File: config.mk
export PLATFORM = sky130hd
export DESIGN_NAME = instr_fetch_unit
export DESIGN_NICKNAME = d
export VERILOG_FILES = /design/src/rtl/instr_fetch_unit.sv
export SDC_FILE = /design/constraint.sdc
export NUM_CORES = 1
export LEC_CHECK = 0
export ABC_AREA = 1
export ABC_CLOCK_PERIOD_IN_PS = 2900
export BUFFER_PORTS_ARGS = -buffer_cell sky130_fd_sc_hd__buf_4
export CAP_MARGIN = 40
export CORE_UTILIZATION = 30
export CTS_CLUSTER_DIAMETER = 80
export CTS_CLUSTER_SIZE = 14
export DETAILED_ROUTE_END_ITERATION = 7
export PLACE_DENSITY = 0.58
export SLEW_MARGIN = 20
export SYNTH_ARGS = -nofsm -noshare
export SYNTH_HDL_FRONTEND = slang
export SYNTH_SLANG_ARGS = --single-unit
File: constraint.sdc
create_clock -name clk -period 2.9 [get_ports clk]
set_input_delay 0.435 -clock clk [delete_from_list [all_inputs] [get_ports clk]]
set_output_delay 0.435 -clock clk [all_outputs]
set_load 0.005 [all_outputs]
File: src/rtl/instr_fetch_unit.sv
// Multicycle instruction-fetch stage: owns the PC, fetches one word over a
// req/ack handshake with a bounded wait, and presents the decoded IR fields.
module instr_fetch_unit #(
  parameter int          I_ADDR_BITS = 8,
  parameter logic [63:0] RESET_PC    = 64'h0,
  parameter int          TIMEOUT_CYC = 16
) (
  input  logic                   clk,
  input  logic                   rst_n,
  input  logic                   fetch_start,
  input  logic                   pc_src,
  input  logic [63:0]            pc_target,
  output logic                   i_mem_req,
  output logic [I_ADDR_BITS-1:0] i_mem_addr,
  input  logic                   i_mem_ack,
  input  logic [31:0]            i_mem_data,
  output logic [31:0]            instr,
  output logic [6:0]             opcode,
  output logic [4:0]             rd,
  output logic [2:0]             funct3,
  output logic [4:0]             rs1,
  output logic [4:0]             rs2,
  output logic [6:0]             funct7,
  output logic [63:0]            pc,
  output logic                   instr_valid,
  output logic                   busy,
  output logic                   misalign,
  output logic                   fetch_err
);

  localparam int CW = (TIMEOUT_CYC > 1) ? $clog2(TIMEOUT_CYC) : 1;
  localparam logic [CW-1:0] CNT_LAST = CW'(TIMEOUT_CYC - 1);

  typedef enum logic {IDLE, FETCH} state_t;

  state_t      state_reg, state_next;
  logic [31:0] instr_reg, instr_next;
  logic [63:0] pc_reg, pc_next;
  logic [63:0] fetch_pc_reg, fetch_pc_next;
  logic [CW-1:0] cnt_reg, cnt_next;
  logic        first_reg, first_next;
  logic        valid_reg, valid_next;
  logic        misalign_reg, misalign_next;
  logic        err_reg, err_next;
  logic [63:0] nxt_pc;

  always_ff @(posedge clk or negedge rst_n) begin
    if (!rst_n) begin
      state_reg    <= IDLE;
      instr_reg    <= 32'h0;
      pc_reg       <= RESET_PC;
      fetch_pc_reg <= RESET_PC;
      cnt_reg      <= '0;
      first_reg    <= 1'b1;
      valid_reg    <= 1'b0;
      misalign_reg <= 1'b0;
      err_reg      <= 1'b0;
    end else begin
      state_reg    <= state_next;
      instr_reg    <= instr_next;
      pc_reg       <= pc_next;
      fetch_pc_reg <= fetch_pc_next;
      cnt_reg      <= cnt_next;
      first_reg    <= first_next;
      valid_reg    <= valid_next;
      misalign_reg <= misalign_next;
      err_reg      <= err_next;
    end
  end

  // First fetch after reset always targets RESET_PC regardless of pc_src.
  assign nxt_pc = first_reg ? RESET_PC : (pc_src ? pc_target : pc_reg + 64'd4);

  always_comb begin
    state_next    = state_reg;
    instr_next    = instr_reg;
    pc_next       = pc_reg;
    fetch_pc_next = fetch_pc_reg;
    cnt_next      = cnt_reg;
    first_next    = first_reg;
    valid_next    = valid_reg;
    misalign_next = misalign_reg;
    err_next      = err_reg;
    case (state_reg)
      IDLE: begin
        if (fetch_start) begin
          valid_next    = 1'b0;
          misalign_next = 1'b0;
          err_next      = 1'b0;
          if (nxt_pc[1:0] != 2'b00) begin
            misalign_next = 1'b1;
          end else begin
            fetch_pc_next = nxt_pc;
            cnt_next      = '0;
            state_next    = FETCH;
          end
        end
      end
      FETCH: begin
        // Ack wins over timeout on the final wait cycle.
        if (i_mem_ack) begin
          instr_next = i_mem_data;
          pc_next    = fetch_pc_reg;
          first_next = 1'b0;
          valid_next = 1'b1;
          state_next = IDLE;
        end else if (cnt_reg == CNT_LAST) begin
          err_next   = 1'b1;
          state_next = IDLE;
        end else begin
          cnt_next = cnt_reg + 1'b1;
        end
      end
      default: state_next = IDLE;
    endcase
  end

  assign i_mem_req   = (state_reg == FETCH);
  assign busy        = (state_reg == FETCH);
  assign i_mem_addr  = fetch_pc_reg[I_ADDR_BITS-1:0];
  assign instr       = instr_reg;
  assign pc          = pc_reg;
  assign instr_valid = valid_reg;
  assign misalign    = misalign_reg;
  assign fetch_err   = err_reg;

  assign opcode = instr_reg[6:0];
  assign rd     = instr_reg[11:7];
  assign funct3 = instr_reg[14:12];
  assign rs1    = instr_reg[19:15];
  assign rs2    = instr_reg[24:20];
  assign funct7 = instr_reg[31:25];

endmodule

# Word level (Yosys, flattened, before mapping)
# Cells that the tools add are included.
[word_totals]
ff_bits = 169
output_inout_bits = 141
elab_cells = 46
[op_classes]
n_addsub = 2
eq_ne = 7
n_mux = 19
n_bitwise = 2
reduce_logical = 7
[ops]
columns = ["operator", "n"]
rows = [
  ["2-to-1 mux 64 bit", 2],
  ["adder 64 x 3 -> 64 bit (second input constant)", 1],
  ["2-to-1 mux 4 bit", 4],
  ["inequality test 2 bit (second input constant)", 5],
  ["2-to-1 mux 1 bit", 9],
  ["one-hot mux 4 bit (2 select lines)", 1],
  ["one-hot mux 1 bit (2 select lines)", 3],
  ["AND reduction 2 bit", 3],
  ["AND reduction 3 bit", 2],
  ["adder 4 x 1 -> 4 bit (second input constant)", 1],
  ["equality test 4 bit (second input constant)", 1],
  ["AND reduction 4 bit", 1],
  ["inequality test 2 x 1 -> 1 bit (second input constant)", 1],
  ["NOT 1 bit", 2],
  ["nonzero test 2 bit", 1],
]

# Depth between registers and ports, before layout
[logic_depth]
depth_word = 7
depth_mapped = 12

# Worst setup path before layout
# OpenSTA, ideal clock, no wires.
[synth_timing]
path_kind = "reg2reg"
from = "reg pc_reg[2] (netlist: pc[2])"
to = "reg fetch_pc_reg[22]"
setup_time_ns = 0.120
arrival_ns = 1.507
required_ns = 2.780
setup_slack_ns = 1.273
path_stages_with_launch = 10
path_cell_list = "dfrtp_1 -> ha_1 -> inv_1 -> nor2_1 -> nand2_2 -> nor2_4 -> nand2_1 -> xor2_1 -> o21ai_1 -> nand2_1"
[synth_between]
elab_chain_len = 3
[synth_rtl]
columns = ["element", "line", "source"]
rows = [
  ["start, declared", "38", "logic [63:0] pc_reg, pc_next;"],
  ["start signal, assigned", "61", "pc_reg <= pc_next;"],
  ["adder 64 x 3 -> 64 bit", "72", "assign nxt_pc = first_reg ? RESET_PC : (pc_src ? pc_target : pc_reg + 64'd4);"],
  ["2-to-1 mux 64 bit (2 in a row)", "72", ""],
  ["end signal, assigned", "62", "fetch_pc_reg <= fetch_pc_next;"],
  ["end, declared", "39", "logic [63:0] fetch_pc_reg, fetch_pc_next;"],
]
# Every way passes these cells.
# A chain may end at the register's enable or synchronous reset.

# Final worst setup path
[layout_timing]
from = "reg pc_reg[2] (netlist: pc[2])"
to = "reg fetch_pc_reg[62]"
# Same word-level chain as after synthesis.

==> results_dict.tcl <==
set metrics [dict create \
    final.min_clock_period_ps 2170 \
    grt_overflow 0 \
    rr_endpoint "fetch_pc_reg[62]" \
    die_area_mm2 0.0316 \
    cts.sinks 169 \
    setup_tns_ps 0 \
    area_growth_pct 27.3 \
    syn-num-nets 1428 \
    setup_violations 0 \
    most-common-layout-cells "529 x nand2_1, 248 x buf_4, 206 x nor2_1" \
    cts_resized 0 \
    cts_buffers 17 \
    antenna_found_initial 0 \
    grt_pass1_vias 8387 \
    port_buffers 241 \
    cap_violations 0 \
    crit_start "pc[2]" \
    finalWirelength_um 30800 \
    grt_pass1_wl_um 47500 \
    ys_seq_area_frac 0.457 \
    async_reset_ff_frac 1.00 \
    final_core_util 0.393 \
    cts_tree "done" \
    ios 242 \
    grt_max_degree 106 \
    skew_ps 8.66 \
    crit_end "fetch_pc_reg[62]" \
    status "completed" \
    synthFlopType "dfrtp_1" \
    syn_area_per_cell_um2 6.99 \
    crit_required_ps 3230 \
    start_kind "register" \
    vias 8872 \
    final_max_slew_viol_count 0 \
    r2r_slack_ps 730 \
    netlist_instances 1325 \
    multi_input_area_mm2 0.00415 \
    rsz0062_at_grt "no" \
    powerDensity_mw_per_mm2 847 \
    critPathMaxFanout 6 \
    vias_per_cell 4.64 \
    vdd_drop_max_mv 0.383 \
    ys_seq_elements 169 \
    reg2reg_depth 10 \
    ys_warn_count 0 \
    initial_core_util 0.308 \
    cts.clk_slew.worst_paths_ps 80 \
    diodes 0 \
    gp_congestion 0.893 \
    max_freq_mhz 461 \
    synth_cell_type_count 31 \
    r2r_start "pc[2]" \
    hold_buffers 0 \
    die_w_um 178 \
    dp_hpwl_um 22700 \
    crit_path_end_kind "register" \
    row_count 63 \
    nFillCells 3179 \
    first_pass_iters 5 \
    netlist_area_mm2 0.00926 \
    core_mm2 0.0300 \
    final_nets 1613 \
    slew_headroom 0.468 \
    ant_nets 0 \
    die_y_um 178 \
    min_period_over_period 0.747 \
    cts_max_level 4 \
    seqCellArea_mm2 0.00423 \
    worst_pin_slew_ps 798 \
    synth-edff-count 0 \
    hold_viol 0 \
    final_common_cell "nand2_1" \
    cts_max_path_buffers 2 \
    cts-root-buf "clkbuf_16" \
    clk_latency_ps 430 \
    drc_errors 0 \
    path_class "reg2reg" \
    drive_gt1_frac 0.209 \
    cts_setup_buffers 0 \
    drt-wirelength-per-cell_um 16.1 \
    hold_path_class "in2async" \
    drt-initial-drc-count 637 \
    p_leak_nw 5.94 \
    cp_data_arrival_time_ps 2500 \
    track_usage 0.198 \
]
==> layer usage <==
| metal | global-route usage | up-vias | part of all wire |
|---|---|---|---|
| met5 | 0 | - | 0 |
| met4 | 0.0477 | 0 | 0.014 |
| met3 | 0.0315 | 25 | 0.050 |
| met2 | 0.326 | 269 | 0.47 |
| met1 | 0.269 | 4151 | 0.46 |
| li1 | - | 4427 | - |
==> where the power goes <==
group	switching, mW	internal [mW]	total [mW]	leakage [nW]
clock network	1.15	1.24	2.39	0.292
registers	1.08	3.28	4.37	2.14
logic	1.54	1.69	3.23	3.50
==> kinds of logic (layout without fill, tap and decap cells) <==
family | Yosys count | after routing | synth area share
buf+inv | 184 | 382 | 0.0951
fa+ha+maj | 2 | 2 | 0.00270
xor+xnor | 24 | 24 | 0.0227
simple gates | 820 | 820 | 0.351
compound gates | 125 | 125 | 0.0704
flops | 169 | 169 | 0.457
mux | 1 | 1 | 0.00108
==> synth_stat cells, drive strengths merged, types with 4 or more instances <==
cell type	count	area (µm²)
clkbuf	35	131
nand3	52	278
buf	52	385
nand2	532	2000
nand4	4	25.0
o22ai	13	81.3
o21ai	101	505
xor2	22	193
dfrtp	168	4200
a21oi	6	30.0
inv	97	364
nor2	229	927
==> per-stage QoR <==
step           cells  area (µm²)  total power, mW  hold WS [ps]  setup WS [ps]
3_3_place_gp    1881       11200             7.60           454            651
3_5_place_dp    1881       11200             7.67           463            577
2_1_floorplan   1325        9260             5.83           139           1270
5_1_grt         1913       11800             10.7          75.5            521
4_1_cts         1913       11800             10.1          46.3            756
6_report        1913       11800             9.99          30.8            733
==> worst max-delay path, cell delays in order (launching register included) <==
cell     delay [ps]
dfrtp_1         470
ha_1            280
inv_1            60
nor2_1          170
nand2_2         140
nor2_1          300
nand2_1         220
o21ai_0         210
nand3_1         100
nand2_1          80
nand2_1          40
==> final cells by class <==
class / count / share of cell area
Sequential cell: 169 / 0.359
Multi-Input combinational cell: 972 / 0.352
Timing Repair Buffer: 253 / 0.166
Tap cell: 390 / 0.0414
Clock buffer: 17 / 0.0361
Inverter: 97 / 0.0311
Clock inverter: 15 / 0.0150
==> worst min path at each step <==
stage,cells past startpoint,from,end,slack [ps]
floorplan,0,rst_n,busy,140
global placement,2,fetch_pc_reg[49],pc[49],450
detailed placement,2,fetch_pc_reg[28],pc[28],460
CTS,1,rst_n,instr[8],50
global route,1,rst_n,fetch_pc_reg[52],80
finish,1,rst_n,fetch_pc_reg[52],30
Note: power is estimated with default switching activity, not from simulation.
